`config.mk`:
```
export PLATFORM = sky130hd
export DESIGN_NAME = linecode_enc
export DESIGN_NICKNAME = d
export VERILOG_FILES = /design/src/rtl/linecode_enc.sv
export SDC_FILE = /design/constraint.sdc
export NUM_CORES = 1
export LEC_CHECK = 0
export BUFFER_PORTS_ARGS = -buffer_cell sky130_fd_sc_hd__clkbuf_2
export CAP_MARGIN = 20
export CORE_MARGIN = 1
export CORE_UTILIZATION = 57
export DETAILED_ROUTE_END_ITERATION = 10
export HOLD_SLACK_MARGIN = 0.1
export PLACE_DENSITY = 0.73
export SLEW_MARGIN = 10
export SYNTH_ARGS = -nofsm -noshare
export SYNTH_HDL_FRONTEND = slang
export SYNTH_SLANG_ARGS = --single-unit
```
`constraint.sdc`:
```
create_clock -name clk -period 2.5 [get_ports clk]
set_input_delay 0.5 -clock clk [delete_from_list [all_inputs] [get_ports clk]]
set_output_delay 0.5 -clock clk [all_outputs]
set_load 0.05 [all_outputs]
```
`src/rtl/linecode_enc.sv`:
```
// E1/T1 line-code encoder: NRZ bits in, dual-rail pos/neg pulses out; AMI, HDB3 or B8ZS.
// Optional bipolar-violation injection port enabled by LINECODE_ENC_ERR_INJ_EN.
module linecode_enc #(
  parameter bit HAS_B8ZS = 1'b1
) (
  input  logic       clk,
  input  logic       rst,
  input  logic [1:0] mode_i,
  input  logic       in_data_i,
  input  logic       in_valid_i,
`ifdef LINECODE_ENC_ERR_INJ_EN
  input  logic       inj_bpv_i,
`endif
  output logic       out_pos_o,
  output logic       out_neg_o,
  output logic       out_valid_o
);

  localparam int unsigned LATENCY = HAS_B8ZS ? 8 : 4;
  localparam int unsigned TAG_W   = 2;

  localparam logic [TAG_W-1:0] TAG_Z = 2'd0;
  localparam logic [TAG_W-1:0] TAG_B = 2'd1;
  localparam logic [TAG_W-1:0] TAG_V = 2'd2;

  localparam logic [1:0] MODE_HDB3 = 2'd1;
  localparam logic [1:0] MODE_B8ZS = 2'd2;

  // Window slot 0 is the head, slot LATENCY-1 the oldest (next to emit).
  logic [LATENCY-1:0]            occ_q, occ_d;
  logic [LATENCY-1:0]            data_q, data_d;
  logic [LATENCY-1:0][TAG_W-1:0] tag_q, tag_d, tag_s;
  logic                          last_pol_q, last_pol_d;   // 1: last mark was positive
  logic                          pulse_par_q, pulse_par_d; // 1: odd pulse count since last V
  logic                          out_pos_q, out_pos_d;
  logic                          out_neg_q, out_neg_d;
  logic                          out_valid_q, out_valid_d;

  logic                          hdb3_det;
  logic                          b8zs_det;
  logic [LATENCY-1:0][TAG_W-1:0] b8zs_tags;
  logic [TAG_W-1:0]              emit_tag;
  logic                          b_pol;

  // HDB3 looks at the oldest four slots: full, all zero, none substituted yet.
  always_comb begin
    hdb3_det = (mode_i == MODE_HDB3) &&
               (&occ_q[LATENCY-1 -: 4]) &&
               !(|data_q[LATENCY-1 -: 4]) &&
               (tag_q[LATENCY-1 -: 4] == '0);
  end

  if (HAS_B8ZS) begin : g_b8zs
    assign b8zs_det  = (mode_i == MODE_B8ZS) && (&occ_q) && !(|data_q) && (tag_q == '0);
    assign b8zs_tags = {TAG_Z, TAG_Z, TAG_Z, TAG_V, TAG_B, TAG_Z, TAG_V, TAG_B};
  end else begin : g_no_b8zs
    assign b8zs_det  = 1'b0;
    assign b8zs_tags = '0;
  end

  // Substituted view of the window, used both for the emit and for the shift.
  always_comb begin
    tag_s = tag_q;
    if (b8zs_det) begin
      tag_s = b8zs_tags;
    end else if (hdb3_det) begin
      tag_s[LATENCY-1] = pulse_par_q ? TAG_Z : TAG_B;
      tag_s[LATENCY-2] = TAG_Z;
      tag_s[LATENCY-3] = TAG_Z;
      tag_s[LATENCY-4] = TAG_V;
    end
  end

  assign emit_tag = tag_s[LATENCY-1];

`ifdef LINECODE_ENC_ERR_INJ_EN
  logic [LATENCY-1:0] inj_q, inj_d;

  always_comb begin
    inj_d = inj_q;
    if (in_valid_i) begin
      inj_d = {inj_q[LATENCY-2:0], inj_bpv_i};
    end
  end

  always_ff @(posedge clk) begin
    if (rst) begin
      inj_q <= '0;
    end else begin
      inj_q <= inj_d;
    end
  end

  // An injected B repeats the previous polarity instead of alternating.
  assign b_pol = inj_q[LATENCY-1] ? last_pol_q : !last_pol_q;
`else
  assign b_pol = !last_pol_q;
`endif

  always_comb begin
    occ_d       = occ_q;
    data_d      = data_q;
    tag_d       = tag_q;
    last_pol_d  = last_pol_q;
    pulse_par_d = pulse_par_q;
    out_pos_d   = 1'b0;
    out_neg_d   = 1'b0;
    out_valid_d = 1'b0;
    if (in_valid_i) begin
      occ_d       = {occ_q[LATENCY-2:0], 1'b1};
      data_d      = {data_q[LATENCY-2:0], in_data_i};
      tag_d       = {tag_s[LATENCY-2:0], (in_data_i ? TAG_B : TAG_Z)};
      out_valid_d = occ_q[LATENCY-1];
      if (occ_q[LATENCY-1]) begin
        case (emit_tag)
          TAG_B: begin
            out_pos_d   = b_pol;
            out_neg_d   = !b_pol;
            last_pol_d  = b_pol;
            pulse_par_d = !pulse_par_q;
          end
          TAG_V: begin
            out_pos_d   = last_pol_q;
            out_neg_d   = !last_pol_q;
            pulse_par_d = 1'b0;
          end
          default: ;
        endcase
      end
    end
  end

  always_ff @(posedge clk) begin
    if (rst) begin
      occ_q       <= '0;
      data_q      <= '0;
      tag_q       <= '0;
      last_pol_q  <= 1'b0;
      pulse_par_q <= 1'b0;
      out_pos_q   <= 1'b0;
      out_neg_q   <= 1'b0;
      out_valid_q <= 1'b0;
    end else begin
      occ_q       <= occ_d;
      data_q      <= data_d;
      tag_q       <= tag_d;
      last_pol_q  <= last_pol_d;
      pulse_par_q <= pulse_par_d;
      out_pos_q   <= out_pos_d;
      out_neg_q   <= out_neg_d;
      out_valid_q <= out_valid_d;
    end
  end

  assign out_pos_o   = out_pos_q;
  assign out_neg_o   = out_neg_q;
  assign out_valid_o = out_valid_q;

endmodule

```
# After elaboration in Yosys (flattened, before gate mapping)

Index checks and enable logic that the tools add are counted.

Register bits: 37
Input bits: 6
Word-level logic and storage cells: 50
Output and inout bits: 3

Bitwise operators: 2
Eq/ne operators: 4
Reductions and logical operators: 21
Mux-type cells: 8

Operators by type and width:

| kind                                          | number |
|---|---|
| two-way mux 8 bit                             | 3 |
| logical NOT 16 bit                            | 1 |
| logical NOT 8 bit                             | 1 |
| AND reduction 8 bit                           | 1 |
| OR reduction 8 bit                            | 1 |
| logical AND 1 bit                             | 6 |
| case mux 1 bit (2 select lines)               | 3 |
| AND reduction 3 bit                           | 2 |
| == test 2 x 1 -> 1 bit, second input constant | 2 |
| == test 2 bit, second input constant          | 2 |
| logical NOT 1 bit                             | 4 |
| AND reduction 4 bit                           | 1 |
| OR reduction 4 bit                            | 1 |
| OR reduction 3 bit                            | 1 |
| two-way mux 1 bit                             | 2 |
| NOT 1 bit                                     | 2 |
| nonzero test 2 bit                            | 1 |
| OR reduction 2 bit                            | 1 |

# Logic depth before layout (Yosys ltp)

Gate-level depths: netlist (run 1).

Depth after elaboration: 9
Mapped depth: 7
Mapped depth without buffers: 7

# Least setup slack after synthesis (run 1)

Ideal clock, no wire load.

Path kind: register to register
Start point: register occ_q[7]
End point: register pulse_par_q
Arrival time: 1.819 ns
Stages on the path, launching flop included: 8
Library setup time: 0.071 ns
Period minus slack after synthesis: 1.890 ns
Setup slack: 0.610 ns
Required time: 2.429 ns
Cell sequence: dfxtp_1 > nor4bb_1 > and4_1 > a21o_1 > inv_1 > ha_1 > or4_1 > a21oi_1

Cells in the longest elaborated chain, start to end: 9
Elaborated cells between the ends (all ways): 15

Ends and longest elaborated chain:

| element                                                        | line | source |
|---|---|---|
| start, declared                                                | 30   | `logic [LATENCY-1:0] occ_q, occ_d;` |
| start signal, assigned                                         | 135  | `occ_q <= '0;` |
| start signal, assigned                                         | 144  | `occ_q <= occ_d;` |
| AND reduction 4 bit                                            | 48   | `(&occ_q[LATENCY-1 -: 4]) &&` |
| logical AND 1 bit                                              | 47   | `hdb3_det = (mode_i == MODE_HDB3) &&` |
| logical AND 1 bit                                              | 48   |  |
| logical AND 1 bit                                              | 49   | `!(\|data_q[LATENCY-1 -: 4]) &&` |
| two-way mux 8 bit                                              | 66   | `end else if (hdb3_det) begin` |
| two-way mux 8 bit                                              | 64   | `if (b8zs_det) begin` |
| == test 2 bit / == test 2 x 1 -> 1 bit (equally long branches) | 115  | `case (emit_tag)` |
| nonzero test 2 bit (no line)                                   | --   |  |
| AND reduction 3 bit (no line)                                  | --   |  |
| end signal, assigned                                           | 148  | `pulse_par_q <= pulse_par_d;` |
| end, declared                                                  | 34   | `logic pulse_par_q, pulse_par_d;` |

Parallel ways exist; a longest one is shown, timed or not.
A chain may end at the register's enable or synchronous reset.

# Final worst setup path (run 1)

Start point: register tag_q[15] in the netlist's numbering
End point: register pulse_par_q

Cells in the longest elaborated chain, start to end: 7
Elaborated cells between the ends (all ways): 11

Ends and longest elaborated chain:

| element                                                        | line | source |
|---|---|---|
| start, declared                                                | 32   | `logic [LATENCY-1:0][TAG_W-1:0] tag_q, tag_d, tag_s;` |
| start signal, assigned                                         | 146  | `tag_q <= tag_d;` |
| logical NOT 8 bit                                              | 50   | `(tag_q[LATENCY-1 -: 4] == '0);` |
| logical AND 1 bit                                              | 49   |  |
| two-way mux 8 bit                                              | 66   |  |
| two-way mux 8 bit *                                            | 64   |  |
| == test 2 bit / == test 2 x 1 -> 1 bit (equally long branches) | 115  |  |
| nonzero test 2 bit (no line)                                   | --   |  |
| AND reduction 3 bit (no line)                                  | --   |  |

Every way passes the cells marked *; elsewhere a longest branch is shown, timed or not.

==> results of run 1 <==
==> layer usage <==
layer / part of all wire [%] / wire (um)
met5: 0 / 0
met4: 1.4 / 31
met3: 2.7 / 61
met2: 46 / 1060
met1: 50 / 1150
==> sequential cells by signal, indices dropped and copies added, names as in the netlist <==
name,cells
pulse_par_q,1
occ_q,8
out_pos_o,1
out_neg_o,1
tag_q,13
last_pol_q,1
out_valid_o,1
data_q,8
==> worst register-to-register path: stages, from the launching register on <==
cell and delay [ps]:
dfxtp_1 360, nor4b_1 310, and4_1 330, a21o_1 170
inv_1 50, ha_1 210, or4_1 500, a21oi_1 130
==> worst max path at each step <==
stage	slack [ps]	start	to	cells past startpoint
finish	370	tag_q[15]$_SDFFE_PP0P_	pulse_par_q$_SDFFE_PP0P_	7
global route	220	tag_q[15]$_SDFFE_PP0P_	pulse_par_q$_SDFFE_PP0P_	7
floorplan	610	occ_q[7]$_SDFFE_PP0P_	pulse_par_q$_SDFFE_PP0P_	7
global placement	440	occ_q[7]$_SDFFE_PP0P_	pulse_par_q$_SDFFE_PP0P_	7
detailed placement	420	occ_q[7]$_SDFFE_PP0P_	pulse_par_q$_SDFFE_PP0P_	7
CTS	390	occ_q[7]$_SDFFE_PP0P_	pulse_par_q$_SDFFE_PP0P_	7
==> Yosys cell counts, drive strengths merged, types with 3 or more instances <==
cell type and n:
dfxtp 34, nor2 31, mux2i 26, clkbuf 7, inv 3, a21oi 4
==> stage by stage <==
stage	power (uW)	hold WS, ps	setup slack, ps	std cells
6_report	921	444	374	171
5_1_grt	967	435	225	171
4_1_cts	934	439	385	171
3_5_place_dp	628	469	415	163
3_3_place_gp	626	470	438	163
2_1_floorplan	616	448	610	135
==> power by group <==
part | switching (uW) | internal [uW]
Combinational | 31.0 | 24.8
Sequential | 8.35 | 551
Clock | 170 | 136
Total | 209 | 712
==> logic make-up (layout without fill, tap and decap cells) <==
kind of cell / Yosys count / after routing / share of synthesized area (%)
AO/OA/AOI/OAI: 10 / 10 / 4.53
multiplexers: 26 / 26 / 19.2
adder cells (fa/ha/maj): 2 / 2 / 1.85
buffers and inverters: 12 / 20 / 3.33
flip-flops: 34 / 34 / 50.3
AND/OR/NAND/NOR: 50 / 50 / 20.1
XOR/XNOR: 1 / 1 / 0.647
==> placed cells by master (no fill, tap or decap), drive strengths merged, types with 3 or more instances in the layout <==
cell    count
a21oi       4
mux2i      26
inv         3
dfxtp      34
clkbuf     15
nor2       31
==> final cells by class <==
cell class | instances | area share [%]
sequential | 34 | 46.5
inverter | 3 | 0.770
clock inverter | 1 | 0.342
timing repair buffer | 9 | 3.25
multi-input combinational | 89 | 42.9
clock buffer | 7 | 3.76
tap | 28 | 2.40
==> impl_metrics.yaml, run 1 <==
outcome:
  outcome: "finished, final reports clean"
synthesis:
  synth_seq_cells: 34
  avgSynthCellArea_um2: 10.0
  synth_seq_area_share_pct: 50.3
  yosys_warnings: 0
  yosys.area.top_type: "dfxtp_1"
  syn-num-nets: 143
  synth_enable_flop_cells: 0
  ys_async_sr_fraction_pct: 0
  yosysTopAreaCellShare_pct: 50.3
  synth_flop_cell: "dfxtp_1"
  synth_area_leaders: "dfxtp_1 50%, mux2i_1 19%, nor2_1 8.6%"
  yosysUniqueCellTypes: 29
  synthCells: 135
  syn_area_um2: 1350
setup_path:
  critPathLaunchType: "register"
  worstRegToRegCells: 7
  slowest_delay_ps: 500
  cp_slowest_cell: "or4_1"
  crit_family: "simple AND/OR/NAND/NOR gates"
  r2r-start: "tag_q[15]$_SDFFE_PP0P_"
  crit_chain: "nor4b_1, and4_1, a21o_1, inv_1, ha_1, or4_1, a21oi_1"
  cp.required_ps: 2750
  cp-end-kind: "register"
  crit_path_max_fanout: 5
  critical_path_buf_inv_count: 1
  critical_path_arrival_ps: 2370
  criticalPathCategory: "reg -> reg"
  worstReg2RegEnd: "pulse_par_q$_SDFFE_PP0P_"
  reg2reg_slack_ps: 370
hold_path:
  min_from: "in_data_i"
  min_path_type: "in -> reg"
  hold_end: "data_q[0]$_SDFFE_PP0P_"
  hold_depth: 3
timing:
  finalHoldViolations: 0
  setup_tns_ps: 0
  max_freq_mhz: 470
  rsz0062_at_grt: "no"
  period_needed_ps: 2130
  setup_viol: 0
  tightest_slew_ps: 647
  maxSlewHeadroom_pct: 56.8
  skew_ps: 5.17
  timing.final.crit_share_pct: 85.0
  final_max_slew_viol_count: 0
grt:
  grt_first_pass_wirelength_mm: 3.81
  grt_max_degree: 35
  grt_util_met3_pct: 6.36
  busiest_layer: "met2"
  met2_usage_pct: 30.2
  grt_antenna_before_repair: 0
  grt_pass1_vias: 883
  grt_use_total_pct: 20.6
  grt.overflow.total: 0
  use_met1_pct: 26.3
placement:
  dpl-instance-area_um2: 1400
  routabilityCongestion: 0.705
  dp_hpwl_mm: 1.59
  io_buffers: 8
floorplanning:
  rows: 17
  io_pins: 9
  dieArea_um2: 2570
  die_w_um: 50.7
  die_h_um: 50.7
  core_area_um2: 2230
  initial_utilization_pct: 60.6
clocking:
  cts-resized-gates: 0
  cts_buffer_depth: 2
  clkTransAtPathRegs_ps: 100
  cts-root-buf: "clkbuf_4"
  htree_levels: 2
  cts_buffers: 5
  cts_tree: "built"
  insertion_delay_ps: 320
  cts.sinks: 34
  postCtsSetupBuffers: 0
  cts_hold_buffers: 0
pwr:
  leakage_uw: 0.000611
  ir_worst_vdd_v: 0.000418
  power_density_nw_per_um2: 630
run:
  max-cap-violations: 0
cells_and_area:
  final_util_pct: 65.5
  multi_input_area_um2: 628
  design_area_um2: 1460
  n_fill_cell: 193
  layout.nets: 150
  area_growth_pct: 8.04
  drive_above_1_share_pct: 14.0
  diodes: 0
  ff_latch_area_um2: 681
routing:
  vias_per_cell: 5.57
  wl_per_cell_um: 13.4
  wl_mm: 2.29
  via_count: 952
  drt_iter0_markers: 7
  ant_nets: 0
  drt_first_pass_iters: 4
  drc: 0
Power figures use the tool's default switching activity.
==> run 2: changes to the inputs <==
- clock period: 2.5 -> 2.2 ns (I/O delays scaled with it)
==> run 2 against run 1 <==
Compared with the run above:
- maximum frequency grew 3.1%
- clock skew grew 5.1 ps
- critical path depth stayed put
- combinational power is 16% higher
==> impl_metrics.yaml, run 2 (same netlist as run 1, synthesis figures left out) <==
outcome:
  outcome: "finished, final reports clean"
pwr:
  power_density_nw_per_um2: 707
  ir_worst_vdd_v: 0.000558
  leakage_uw: 0.000624
routing:
  vias_per_cell: 5.57
  drt_first_pass_iters: 4
  wl_mm: 2.35
  ant_nets: 0
  drt_iter0_markers: 29
  via_count: 964
  wl_per_cell_um: 13.6
  drc: 0
timing:
  maxSlewHeadroom_pct: 55.9
  setup_tns_ps: 0
  worst_slack_ps: 137
  rsz0062_at_grt: "no"
  final_max_slew_viol_count: 0
  setup_viol: 0
  tightest_slew_ps: 662
  period_needed_ps: 2060
  finalHoldViolations: 0
  max_freq_mhz: 485
  skew_ps: 10.3
  timing.final.crit_share_pct: 93.8
floorplanning:
  dieArea_um2: 2570
  die_h_um: 50.7
  io_pins: 9
  rows: 17
  core_area_um2: 2230
  initial_utilization_pct: 60.6
  die_w_um: 50.7
setup_path:
  cp.required_ps: 2460
  critPathLaunchType: "register"
  cp-end-kind: "register"
  r2r-start: "tag_q[15]$_SDFFE_PP0P_"
  criticalPathCategory: "reg -> reg"
  crit_path_max_fanout: 4
  critPathLaunch: "tag_q[15]$_SDFFE_PP0P_"
  critical_path_arrival_ps: 2320
clocking:
  cts_buffers: 5
  insertion_delay_ps: 330
  cts_buffer_depth: 2
  cts_tree: "built"
  htree_levels: 2
  cts.sinks: 34
  cts-root-buf: "clkbuf_4"
  clkTransAtPathRegs_ps: 100
  cts_hold_buffers: 0
cells_and_area:
  final_util_pct: 67.1
  largestRegisters: "tag_q: 13 flops, data_q: 8 flops, occ_q: 8 flops"
  layout_commonest_cell: "dfxtp_1"
  drive_above_1_share_pct: 18.6
  final_cell_mix: "33 x dfxtp_1, 31 x nor2_1, 26 x mux2i_1"
  largest-register: "tag_q"
  diodes: 0
  design_area_um2: 1500
  layout.nets: 152
  area_growth_pct: 10.6
  largest_reg_flops: 13
placement:
  io_buffers: 8
  dp_slack_ps: 40.1
  routabilityCongestion: 0.759
  dpl-instance-area_um2: 1410
  dp_hpwl_mm: 1.56
hold_path:
  min_path_type: "in -> reg"
  min_from: "in_data_i"
grt:
  grt_use_total_pct: 21.3
  grt_antenna_before_repair: 0
  grt_first_pass_wirelength_mm: 3.93
  grt_pass1_vias: 913
  grt_max_degree: 35
  grt.overflow.total: 0
run:
  max-cap-violations: 0
==> run 2: cell types whose count changed in the layout (fill, tap and decap cells not counted), sizes merged <==
cell      change
clkbuf        -1
buf           +2
clkinvlp      +1
==> run 2: cell type report <==
| class | count | area, um2 |
|---|---|---|
| clock buffers | 6 | 51.3 |
| repair buffers | 11 | 62.6 |
| flip-flops and latches | 34 | 682 |
| fillers | 181 | 736 |
| clock inverters | 2 | 12.5 |
| multi-input cells | 89 | 643 |
| well taps | 28 | 35.0 |
| inverters | 3 | 11.3 |
==> run 2: final timing paths <==
| kind | endpoint | slack [ps] | cells past startpoint |
|---|---|---|---|
| max reg2reg | pulse_par_q$_SDFFE_PP0P_ | 140 | 7 |
| max | pulse_par_q$_SDFFE_PP0P_ | 140 | 7 |
| min | data_q[0]$_SDFFE_PP0P_ | 350 | 3 |
| min reg2reg | tag_q[5]$_SDFFE_PP0P_ | 490 | 2 |
==> run 2: what timing repair did <==
item / 4_1_cts / 5_1_grt
setup endpoints to repair: 0 / 1
gates resized for setup: 0 / 5
endpoints found under the hold margin: 0 / 0
buffers inserted: 0 / 1
==> run 2: per-layer routing <==
metal  track usage [%]  vias to the layer above  share of wire, %
met5                 0                        -                 0
met1              25.7                      458                49
met3              6.67                        6               2.9
li1                  -                      486                 -
met4              13.4                        0               2.4
met2              32.4                       14                46
==> run 2: critical path: stages, from the launching register on <==
cell     delay [ps]
dfxtp_1         370
nor4b_2         320
and4_4          260
a21o_1          130
inv_1            50
ha_1            220
or4_1           500
a21oi_1         140
==> run 2: through the flow <==
| stage | cells | total power [uW] | hold slack (ps) |
|---|---|---|---|
| 4_1_cts | 172 | 1070 | 346 |
| 3_3_place_gp | 164 | 713 | 467 |
| 5_1_grt | 173 | 1100 | 367 |
| 6_report | 173 | 1060 | 351 |
| 2_1_floorplan | 135 | 700 | 448 |
| 3_5_place_dp | 164 | 714 | 480 |
==> run 2: report_power, final <==
part	total [uW]	switching (uW)	internal, uW	leakage [uW]
Combinational	64.5	35.2	29.3	0.000314
Sequential	636	9.46	626	0.000276
Clock	358	204	154	0.0000343
